## src/rtl/fetch_pkg.sv

```systemverilog
// Shared types and constants for the instruction-fetch front end.
package fetch_pkg;
  typedef enum logic [1:0] {IDLE, REQ, HOLD, KILL} fetch_state_e;

  localparam logic [31:0] NOP_INSTR = 32'h0000_0013;
  localparam int unsigned PC_INC    = 4;
endpackage

```

## src/rtl/fetch_target_sel.sv

```systemverilog
// Redirect target mux: picks JALR or branch target, word-aligns it, flags bit-1 misalignment.
module fetch_target_sel #(
  parameter int XLEN = 32
) (
  input  logic            jalr_i,
  input  logic [XLEN-1:0] branch_target_i,
  input  logic [XLEN-1:0] jalr_target_i,
  output logic [XLEN-1:0] target_o,
  output logic            misalign_o
);
  logic [XLEN-1:0] raw;

  always_comb begin
    raw        = jalr_i ? {jalr_target_i[XLEN-1:1], 1'b0} : branch_target_i;
    target_o   = {raw[XLEN-1:2], 2'b00};
    misalign_o = raw[1];
  end
endmodule

```

## src/rtl/fetch_pc_unit.sv

```systemverilog
// Fetch front end: owns the PC, issues one outstanding imem request, drives the IF/ID register.
module fetch_pc_unit
  import fetch_pkg::*;
#(
  parameter int              XLEN     = 32,
  parameter logic [XLEN-1:0] RESET_PC = '0
) (
  input  logic            clk,
  input  logic            rst_n,
  input  logic            stall_i,
  input  logic            mpc_i,
  input  logic            jalr_i,
  input  logic [XLEN-1:0] branch_target_i,
  input  logic [XLEN-1:0] jalr_target_i,
  output logic            imem_req_o,
  output logic [XLEN-1:0] imem_addr_o,
  input  logic            imem_ack_i,
  input  logic [31:0]     imem_rdata_i,
  output logic            if_valid_o,
  output logic [XLEN-1:0] if_pc_o,
  output logic [31:0]     if_instr_o,
  output logic            flush_o,
  output logic            misalign_o
);
  fetch_state_e    state_q, state_d;
  logic [XLEN-1:0] pc_q, pc_d, rpc_q, rpc_d, addr_q, addr_d, ifpc_q, ifpc_d;
  logic [31:0]     instr_q, instr_d;
  logic            req_q, req_d, vld_q, vld_d, mis_q, mis_d;
  logic [XLEN-1:0] tgt, pc_inc;
  logic            tgt_mis, redirect;

  fetch_target_sel #(.XLEN(XLEN)) u_tsel (
    .jalr_i          (jalr_i),
    .branch_target_i (branch_target_i),
    .jalr_target_i   (jalr_target_i),
    .target_o        (tgt),
    .misalign_o      (tgt_mis)
  );

  assign redirect = mpc_i | jalr_i;
  assign pc_inc   = pc_q + XLEN'(PC_INC);

  always_comb begin
    state_d = state_q;
    pc_d    = pc_q;
    rpc_d   = rpc_q;
    addr_d  = addr_q;
    req_d   = req_q;
    vld_d   = vld_q;
    ifpc_d  = ifpc_q;
    instr_d = instr_q;
    mis_d   = redirect & tgt_mis;

    if (redirect) begin
      vld_d = 1'b0;
      // A pending request must still drain its ack; only then may the new target go out.
      if (state_q == REQ || state_q == KILL) begin
        if (imem_ack_i) begin
          state_d = REQ;
          pc_d    = tgt;
          addr_d  = tgt;
          req_d   = 1'b1;
        end else begin
          state_d = KILL;
          rpc_d   = tgt;
        end
      end else begin
        state_d = REQ;
        pc_d    = tgt;
        addr_d  = tgt;
        req_d   = 1'b1;
      end
    end else begin
      case (state_q)
        IDLE: begin
          state_d = REQ;
          req_d   = 1'b1;
          addr_d  = pc_q;
        end
        REQ: begin
          if (imem_ack_i) begin
            vld_d   = 1'b1;
            ifpc_d  = pc_q;
            instr_d = imem_rdata_i;
            pc_d    = pc_inc;
            if (stall_i) begin
              state_d = HOLD;
              req_d   = 1'b0;
            end else begin
              addr_d  = pc_inc;
            end
          end else if (!stall_i) begin
            vld_d = 1'b0;
          end
        end
        HOLD: begin
          if (!stall_i) begin
            state_d = REQ;
            req_d   = 1'b1;
            addr_d  = pc_q;
            vld_d   = 1'b0;
          end
        end
        KILL: begin
          if (imem_ack_i) begin
            state_d = REQ;
            pc_d    = rpc_q;
            addr_d  = rpc_q;
          end
        end
        default: ;
      endcase
    end
  end

  always_ff @(posedge clk or negedge rst_n) begin
    if (!rst_n) begin
      state_q <= IDLE;
      pc_q    <= RESET_PC;
      rpc_q   <= RESET_PC;
      addr_q  <= RESET_PC;
      req_q   <= 1'b0;
      vld_q   <= 1'b0;
      ifpc_q  <= '0;
      instr_q <= NOP_INSTR;
      mis_q   <= 1'b0;
    end else begin
      state_q <= state_d;
      pc_q    <= pc_d;
      rpc_q   <= rpc_d;
      addr_q  <= addr_d;
      req_q   <= req_d;
      vld_q   <= vld_d;
      ifpc_q  <= ifpc_d;
      instr_q <= instr_d;
      mis_q   <= mis_d;
    end
  end

  assign imem_req_o  = req_q;
  assign imem_addr_o = addr_q;
  assign if_valid_o  = vld_q;
  assign if_pc_o     = ifpc_q;
  assign if_instr_o  = instr_q;
  assign misalign_o  = mis_q;
  assign flush_o     = redirect;
endmodule

```

## config.mk

```make
export PLATFORM = sky130hd
export DESIGN_NAME = fetch_pc_unit
export DESIGN_NICKNAME = d
export VERILOG_FILES = /design/src/rtl/fetch_pkg.sv /design/src/rtl/fetch_target_sel.sv /design/src/rtl/fetch_pc_unit.sv
export SDC_FILE = /design/constraint.sdc
export NUM_CORES = 1
export LEC_CHECK = 0
export ABC_AREA = 1
export BUFFER_PORTS_ARGS = -buffer_cell sky130_fd_sc_hd__buf_2
export CAP_MARGIN = 25
export CORE_ASPECT_RATIO = 1.25
export CORE_MARGIN = 1.5
export CORE_UTILIZATION = 48
export CTS_BUF_LIST = sky130_fd_sc_hd__clkbuf_4 sky130_fd_sc_hd__clkbuf_8
export CTS_CLUSTER_DIAMETER = 150
export DETAILED_ROUTE_END_ITERATION = 12
export GPL_TIMING_DRIVEN = 0
export HOLD_SLACK_MARGIN = 0.02
export PLACE_DENSITY_LB_ADDON = 0.25
export SYNTH_ARGS = -nofsm -noshare
export SYNTH_HDL_FRONTEND = slang
export SYNTH_SLANG_ARGS = --single-unit
```

## constraint.sdc

```tcl
create_clock -name clk -period 2.8 [get_ports clk]
set_input_delay 0.28 -clock clk [delete_from_list [all_inputs] [get_ports clk]]
set_output_delay 0.28 -clock clk [all_outputs]
set_load 0.01 [all_outputs]
```

# == Word level (Yosys, flattened, before mapping) ==
# Cells that the tools add are included.
# totals
register_bits,163
# classes
add_sub_neg,1
n_eq_ne,9
mux,31
n_bitwise,4
reduce_logical,11
# ops
op,n
$mux W32,10
$pmux W32 S4,1
$pmux W32 S2,1
$add A32 B3 Y32 const B,1
$ne A3 B3 Y1 const B,6
$mux W2,7
$reduce_and A5 Y1,2
$mux W1,9
$pmux W2 S4,1
$reduce_and A4 Y1,2
$reduce_and A3 Y1,2
$reduce_bool A3 Y1,2
$eq A2 B2 Y1 const B,2
$reduce_bool A4 Y1,1
$pmux W1 S3,1
$eq A2 B1 Y1 const B,1
$logic_not A2 Y1,1
$not A1 Y1,2
$pmux W1 S2,1
$and A1 B1 Y1,1
$logic_or A1 B1 Y1,1
$or A1 B1 Y1,1

# == Longest topological paths before layout ==
# Gate-level depths: netlist (run 1).
# depth
depth_word,5
depth_mapped,12
ltp_nobuf,11

# == Modules after synthesis ==
# Synthesis (run 1) repeated with hierarchy kept, for this count alone.
# hier_totals
hier_cells,1161
hier_area_um2,8777.2
# modules_own_cells
module,n_inst,cells_per_inst,area_each_um2,seq_area_each_um2
fetch_pc_unit,1,1058,8375.5,4132.7
fetch_target_sel,1,103,401.6,0.0

# == Worst setup path after synthesis (run 1) ==
# No wires, ideal clock.
# synth_timing
path_kind,flip-flop to flip-flop
start,register state_q[0]
end,register instr_q[12] (netlist: if_instr_o[12])
setup_time_ns,0.125
arrival_time_ns,1.434
t_required_ns,2.675
path_slack_ns,1.241
stages_incl_launch_ff,10
path_buffers,3
synth_period_minus_slack_ns,1.559
cell_sequence,dfrtp_1 buf_4 inv_4 nor2_8 nand2_2 inv_2 nand2_2 buf_6 buf_6 mux2_4
# synth_between
elab_chain_len,2
# synth_rtl
item,line,text
"start, declared",fetch_pc_unit.sv:25,"fetch_state_e state_q, state_d;"
"start signal, assigned",fetch_pc_unit.sv:128,state_q <= state_d;
$eq A2 B1 Y1,fetch_pc_unit.sv:74,case (state_q)
$reduce_and A3 Y1 (no source line),--,
"end signal, assigned",fetch_pc_unit.sv:135,instr_q <= instr_d;
"end, declared",fetch_pc_unit.sv:27,"logic [31:0] instr_q, instr_d;"
# Every way passes these cells.
# A chain may end at the register's enable or synchronous reset.

# == Final worst setup path (run 1) ==
# layout_timing
start,register pc_q[2]
end,register addr_q[19] (netlist: imem_addr_o[19])
# layout_between
elab_chain_len,5
# layout_rtl
item,line,text
"start, declared",fetch_pc_unit.sv:26,"logic [XLEN-1:0] pc_q, pc_d, rpc_q, rpc_d, addr_q, addr_d, ifpc_q, ifpc_d;"
"start signal, assigned",fetch_pc_unit.sv:129,pc_q <= pc_d;
$add A32 B3 Y32,fetch_pc_unit.sv:41,assign pc_inc = pc_q + XLEN'(PC_INC);
$mux W32,fetch_pc_unit.sv:86,if (stall_i) begin
$mux W32,fetch_pc_unit.sv:81,if (imem_ack_i) begin
$pmux W32 S4,fetch_pc_unit.sv:74,
$mux W32,fetch_pc_unit.sv:54,if (redirect) begin
"end signal, assigned",fetch_pc_unit.sv:131,addr_q <= addr_d;
"end, declared",fetch_pc_unit.sv:26,
# Every way passes these cells. The select of a mux whose other input is x is not followed.

==> flow_metrics.tcl, run 1 <==
set metrics [dict create \
    post-route-util 0.584 \
    finClkSkew_ns 0.0107 \
    max-clock-path-buffers 2 \
    crit_path_max_fanout 5 \
    chipHeight_um 151 \
    comb_pwr_share 0.336 \
    post-place-ws_ns 0.760 \
    grt_first_pass_wirelength_um 39800 \
    cts_resized 0 \
    core_region_area_um2 17400 \
    final-hold-violation-count 0 \
    grtUsageTotal 0.284 \
    antenna_left 0 \
    route.detailed.vias_per_inst 5.27 \
    asyncSetResetFlopFracSynth 1.00 \
    power_density_over_the_cells_nw_per_um2 716 \
    num_vias 8027 \
    gr-total-overflow 0 \
    nets 1389 \
    worst-setup-path-type "register to register" \
    power_frac_seq 0.442 \
    root_buffer "sky130_fd_sc_hd__clkbuf_8" \
    placementRows 54 \
    cts_hold_buffers 2 \
    cts.sinks 158 \
    setup_viol 0 \
    timing.reg2reg.setup_slack_ns 0.71 \
    pin_count 202 \
    cp.required_ns 3.20 \
    postLayoutSetupSlackWorst_ns 0.714 \
    internal_power_w 0.00450 \
    slew_violations 0 \
    critical_path.startpoint_type "register" \
    worst_ep_arrival_time_ns 2.48 \
    gpl.final_weighted_congestion 0.957 \
    n_antenna_cell 0 \
    tritoncts "yes" \
    min-delay-path-class "primary input to register" \
    grt_pass1_vias 7687 \
    max-cap-violations 0 \
    antenna_found_initial 0 \
    synth_ff_type "sky130_fd_sc_hd__dfrtp_1" \
    clkSlewWorstSetupHoldPaths_ns 0.10 \
    level_count_of_the_clock_h_tree 4 \
    outcome "complete, no violations" \
    worst_slew_pin_slew_ns 0.678 \
    time_the_final_worst_path_needs_with_i_o_delays_and_setup_ns 2.09 \
    p_switching_w 0.00275 \
    place.port_buffers 196 \
    pin_count_of_the_biggest_net_entering_global_routing 93 \
    synthDistinctLibCells 44 \
    hold_end "if_instr_o[6]" \
    totalWireLength_um 25600 \
    syn_area_per_cell_um2 7.92 \
    reg_to_reg_critical_path_endpoint "imem_addr_o[19]" \
    starting_utilization_of_the_core_area 0.487 \
    min_period_over_period 0.745 \
    synth.ff_latch_count 158 \
    leakage_nw 5.18 \
    postCtsSetupRepairBufs 0 \
    synth_seq_area_share 0.468 \
    remaining_drc_errors 0 \
    power_frac_clock 0.222 \
    syn_inst 1067 \
    detailedPlacementHpwl_um 19700 \
    critical_path.reg2reg.startpoint "pc_q[2]" \
    worst_relative_slew_slack 0.548 \
    critical_path.endpoint_type "register" \
    yosysWarningCount 0 \
    post_drt_wl_per_cell_um 16.8 \
    dieWidth_um 122 \
    tritoncts.num_buffers 17 \
    die_area_um2 18400 \
    netSwitchingFraction 0.379 \
    fmaxAchievable_ghz 0.479 \
    drt-initial-drc-count 564 \
    proportion_of_layout_cells_with_a_drive_suffix_above_1 0.242 \
    synth_enable_flop_cells 0 \
    vdd_drop_max_v 0.000316 \
    syn-cell-area_um2 8450 \
    timing.reg2reg.worst_path_depth 10 \
    drt_pre_antenna_iters 5 \
    hold-path-cell-count 2 \
    syn_to_final_growth_pct 19.9 \
    clk_latency_ns 0.47 \
    worstHoldStart "imem_rdata_i[6]" \
    rsz_0062_raised_after_global_routing "false" \
]
[cell type report]
type / instances / area (µm²)
inverters: 71 / 269
fillers: 1639 / 7230
repair buffers: 199 / 1030
multi-input cells: 784 / 3920
flip-flops and latches: 158 / 3960
clock inverters: 13 / 109
plain buffers: 55 / 307
well taps: 224 / 280
clock buffers: 19 / 255
[Yosys cell counts, types with 2 or more instances]
cell type                  instances  share of area
sky130_fd_sc_hd__a22oi_1           6         0.0053
sky130_fd_sc_hd__buf_4            10         0.0089
sky130_fd_sc_hd__nor2_1          166          0.074
sky130_fd_sc_hd__mux2_4           19          0.034
sky130_fd_sc_hd__nor3_1            3         0.0018
sky130_fd_sc_hd__nand3_1          47          0.028
sky130_fd_sc_hd__nor2_8            2         0.0047
sky130_fd_sc_hd__a31oi_1           8         0.0059
sky130_fd_sc_hd__inv_2             6         0.0027
sky130_fd_sc_hd__nand2_1         303           0.13
sky130_fd_sc_hd__clkbuf_1         20         0.0089
sky130_fd_sc_hd__o21ai_1           4         0.0024
sky130_fd_sc_hd__xor2_1            8         0.0083
sky130_fd_sc_hd__buf_1            10         0.0044
sky130_fd_sc_hd__buf_2             8         0.0047
sky130_fd_sc_hd__o21ai_2           2         0.0021
sky130_fd_sc_hd__dfrtp_1         155           0.46
sky130_fd_sc_hd__o21ai_0         100          0.059
sky130_fd_sc_hd__mux2i_1          23          0.027
sky130_fd_sc_hd__inv_1            64          0.028
sky130_fd_sc_hd__nand2_2           3         0.0022
sky130_fd_sc_hd__o211ai_1          3         0.0027
sky130_fd_sc_hd__dfstp_2           3         0.0093
sky130_fd_sc_hd__a21oi_1          48          0.028
sky130_fd_sc_hd__mux2_2           19          0.025
sky130_fd_sc_hd__buf_6             7         0.0093
sky130_fd_sc_hd__a32oi_1           2         0.0021
sky130_fd_sc_hd__nor2_2            2         0.0015
[layout by cell type (no fill, tap or decap), types with 20 or more instances in the layout]
| cell | Yosys | final |
|---|---|---|
| sky130_fd_sc_hd__inv_1 | 64 | 64 |
| sky130_fd_sc_hd__clkbuf_1 | 20 | 20 |
| sky130_fd_sc_hd__dfrtp_1 | 155 | 155 |
| sky130_fd_sc_hd__o21ai_0 | 100 | 100 |
| sky130_fd_sc_hd__buf_2 | 8 | 203 |
| sky130_fd_sc_hd__a21oi_1 | 48 | 48 |
| sky130_fd_sc_hd__nor2_1 | 166 | 166 |
| sky130_fd_sc_hd__mux2i_1 | 23 | 23 |
| sky130_fd_sc_hd__nand2_1 | 303 | 303 |
| sky130_fd_sc_hd__nand3_1 | 47 | 47 |
[power by group through the flow]
stage	Combinational, W	Clock, W	Sequential, W
global route	0.00272	0.00172	0.00328
finish	0.00244	0.00161	0.00321
detailed placement	0.00243	0	0.00325
floorplan	0.00126	0	0.00341
CTS	0.00245	0.00162	0.00320
global placement	0.00239	0	0.00322
[cell families (layout without fill, tap and decap cells)]
family | after synthesis | count (layout) | synth area share
compound gates | 180 | 180 | 0.115
xor+xnor | 9 | 9 | 0.00933
fa+ha+maj | 1 | 1 | 0.00148
buf+inv | 126 | 357 | 0.0681
flops | 158 | 158 | 0.468
mux | 61 | 61 | 0.0863
other cells | 1 | 2 | 0.000444
simple gates | 531 | 531 | 0.251
[through the flow]
step / cell area [µm²] / total power [W] / setup TNS (ns) / hold slack, ns / std cells
detailed placement: 9750 / 0.00568 / 0 / 0.307 / 1489
floorplan: 8450 / 0.00467 / 0 / -0.0156 / 1068
CTS: 10100 / 0.00727 / 0 / 0.0223 / 1523
global placement: 9720 / 0.00562 / -141.51 / 0.463 / 1488
finish: 10100 / 0.00726 / 0 / 0.0378 / 1523
global route: 10100 / 0.00772 / 0 / 0.0225 / 1523
[flip-flops by register name, indices dropped and copies added (netlist names)]
register	cells
if_valid_o	1
rpc_q	30
imem_addr_o	31
misalign_o	1
pc_q	30
if_instr_o	32
imem_req_o	1
if_pc_o	30
state_q	2
[critical path, cell delays in order, from the launching register on]
cell,delay [ns]
sky130_fd_sc_hd__dfrtp_1,0.41
sky130_fd_sc_hd__inv_1,0.13
sky130_fd_sc_hd__nor2_1,0.44
sky130_fd_sc_hd__nand3_1,0.38
sky130_fd_sc_hd__nor2_1,0.18
sky130_fd_sc_hd__nand2_1,0.06
sky130_fd_sc_hd__nand2_1,0.08
sky130_fd_sc_hd__nand2_1,0.05
sky130_fd_sc_hd__nand2_1,0.08
sky130_fd_sc_hd__nand2_1,0.06
sky130_fd_sc_hd__a21oi_1,0.14
[how the worst max path moves through the flow]
stage	from	to	slack, ns	depth (start not counted)
after floorplan	state_q[0]	if_instr_o[12]	1.24	9
after global placement	rst_n	imem_addr_o[22]	-0.92	1
after detailed placement	pc_q[2]	imem_addr_o[19]	0.76	10
after CTS	pc_q[2]	imem_addr_o[19]	0.72	10
after global routing	pc_q[3]	imem_addr_o[20]	0.46	9
final	pc_q[2]	imem_addr_o[19]	0.71	10
[metal layers]
metal  global-route usage  up-vias  share of wire
li1                     -     3895              -
met1                0.363     3744           0.43
met2                0.484      337           0.47
met3               0.0422       51          0.064
met4                0.114        0          0.030
met5                    0        -              0
No activity file was read; power rests on OpenSTA's default activity.
==> run 2: changes to the inputs <==
Clock period 2.8 ns to 2.1 ns, I/O delays scaled along.
==> run 2 against run 1 <==
- first-iteration DRC count is 12% higher
- via count grew 1.0%
- register-to-register slack got worse by 0.63 ns
- highest routed layer unchanged
==> flow_metrics.tcl, run 2 (synthesized netlist as in run 1, its figures left out) <==
set metrics [dict create \
    worst_relative_slew_slack 0.551 \
    finClkSkew_ns 0.0126 \
    ff_latch_area_um2 3960 \
    min_period_over_period 0.958 \
    crit_path_max_fanout 10 \
    post_drt_wl_per_cell_um 17.1 \
    tritoncts.num_buffers 17 \
    multi_input_combinational_cell_area_um2 3940 \
    root_buffer "sky130_fd_sc_hd__clkbuf_8" \
    level_count_of_the_clock_h_tree 4 \
    antenna_found_initial 0 \
    drt_pre_antenna_iters 5 \
    time_the_final_worst_path_needs_with_i_o_delays_and_setup_ns 2.01 \
    detailedPlacementHpwl_um 19700 \
    leakage_nw 5.33 \
    critical_path.startpoint_type "register" \
    most-common-layout-cells "302 x sky130_fd_sc_hd__nand2_1, 203 x sky130_fd_sc_hd__buf_2, 164 x sky130_fd_sc_hd__nor2_1" \
    critical_path.endpoint_type "register" \
    post-route-util 0.604 \
    fmaxAchievable_ghz 0.497 \
    worst-setup-path-type "register to register" \
    placementRows 54 \
    chipHeight_um 151 \
    largest_reg_flops 32 \
    num_vias 8107 \
    n_antenna_cell 0 \
    tritoncts "yes" \
    gr-total-overflow 0 \
    clkSlewWorstSetupHoldPaths_ns 0.10 \
    max-clock-path-buffers 2 \
    core_region_area_um2 17400 \
    remaining_drc_errors 0 \
    mostFrequentLayoutCell "sky130_fd_sc_hd__nand2_1" \
    worst_slew_pin_slew_ns 0.673 \
    nets 1422 \
    power_density_over_the_cells_nw_per_um2 932 \
    worst_ep_arrival_time_ns 2.35 \
    starting_utilization_of_the_core_area 0.487 \
    worst_hold_slack_after_final_layout_ns 0.0516 \
    syn_to_final_growth_pct 24.1 \
    slew_violations 0 \
    route.detailed.vias_per_inst 5.21 \
    vdd_drop_max_v 0.000421 \
    place.port_buffers 196 \
    grt_pass1_vias 7902 \
    clk_latency_ns 0.48 \
    die_area_um2 18400 \
    totalWireLength_um 26600 \
    final-hold-violation-count 0 \
    layout.filler_cells 1571 \
    max-cap-violations 0 \
    dieWidth_um 122 \
    drt-initial-drc-count 631 \
    pin_count_of_the_biggest_net_entering_global_routing 93 \
    proportion_of_layout_cells_with_a_drive_suffix_above_1 0.242 \
    min-delay-path-class "primary input to register" \
    gpl.final_weighted_congestion 0.957 \
    pin_count 202 \
    rsz_0062_raised_after_global_routing "false" \
    outcome "complete, no violations" \
    cp.required_ns 2.43 \
    grt_first_pass_wirelength_um 41200 \
    cts.sinks 158 \
    antenna_left 0 \
    grtUsageTotal 0.294 \
    setup_viol 0 \
]
==> run 2: cell count changes in the layout (fill, tap and decap cells not counted), sizes merged <==
cell	before	now
buf	232	231
dlygate4sd3	2	35
clkbuf	39	40
==> run 2: where the power goes <==
group          leakage [nW]  internal (W)  switching, W  total [W]
registers              1.88       0.00381      0.000480    0.00429
logic                  3.27       0.00136       0.00197    0.00333
clock network         0.178      0.000883       0.00128    0.00216
==> run 2: cell type report <==
class	count	area share
Buffer	55	0.0296
Clock buffer	19	0.0243
Clock inverter	13	0.0104
Inverter	71	0.0257
Multi-Input combinational cell	784	0.376
Sequential cell	158	0.377
Tap cell	224	0.0267
Timing Repair Buffer	232	0.130
==> run 2: timing repair <==
item                                    CTS  global route
endpoints found under the setup margin    0            37
endpoints found under the hold margin    96             0
setup buffers                             0             0
resized for setup                         0            12
hold buffers                             35             0
==> run 2: final timing paths <==
| path | startpoint | to | slack [ns] | cells after the start |
|---|---|---|---|---|
| min in group asynchronous | rst_n | if_instr_o[22] | 0.27 | 2 |
| max in group asynchronous | rst_n | pc_q[19] | 0.95 | 3 |
| hold reg to reg | if_pc_o[12] | if_pc_o[12] | 0.49 | 2 |
| setup / recovery | state_q[0] | pc_q[18] | 0.09 | 8 |
| hold / removal | branch_target_i[23] | rpc_q[23] | 0.05 | 3 |
| setup reg to reg | state_q[0] | pc_q[18] | 0.09 | 8 |
==> run 2: through the flow <==
step                      instances  power, W  cell area [µm²]  setup WS, ns  TNS, ns
after floorplan                1068   0.00623             8450         0.541        0
after global placement         1488   0.00749             9720         -1.55  -241.01
after detailed placement       1489   0.00757             9750        0.0603        0
after CTS                      1556   0.00975            10500        0.0226        0
after global routing           1556    0.0104            10500       0.00327        0
final                          1556   0.00977            10500        0.0882        0
==> run 2: worst max-delay path, stage by stage, from the launching register on <==
cell and delay (ns):
sky130_fd_sc_hd__dfrtp_1 0.37, sky130_fd_sc_hd__buf_4 0.19, sky130_fd_sc_hd__inv_4 0.16, sky130_fd_sc_hd__nor2_4 0.06, sky130_fd_sc_hd__a21oi_2 0.32, sky130_fd_sc_hd__inv_2 0.20, sky130_fd_sc_hd__buf_1 0.30, sky130_fd_sc_hd__nor2_1 0.17
sky130_fd_sc_hd__a22oi_1 0.07
==> run 2: metal layers <==
metal / track usage / wire, µm / vias to the layer above
li1: - / - / 3960
met3: 0.0463 / 1730 / 49
met2: 0.501 / 12700 / 315
met4: 0.124 / 818 / 0
met5: 0 / 0 / -
met1: 0.370 / 11300 / 3783
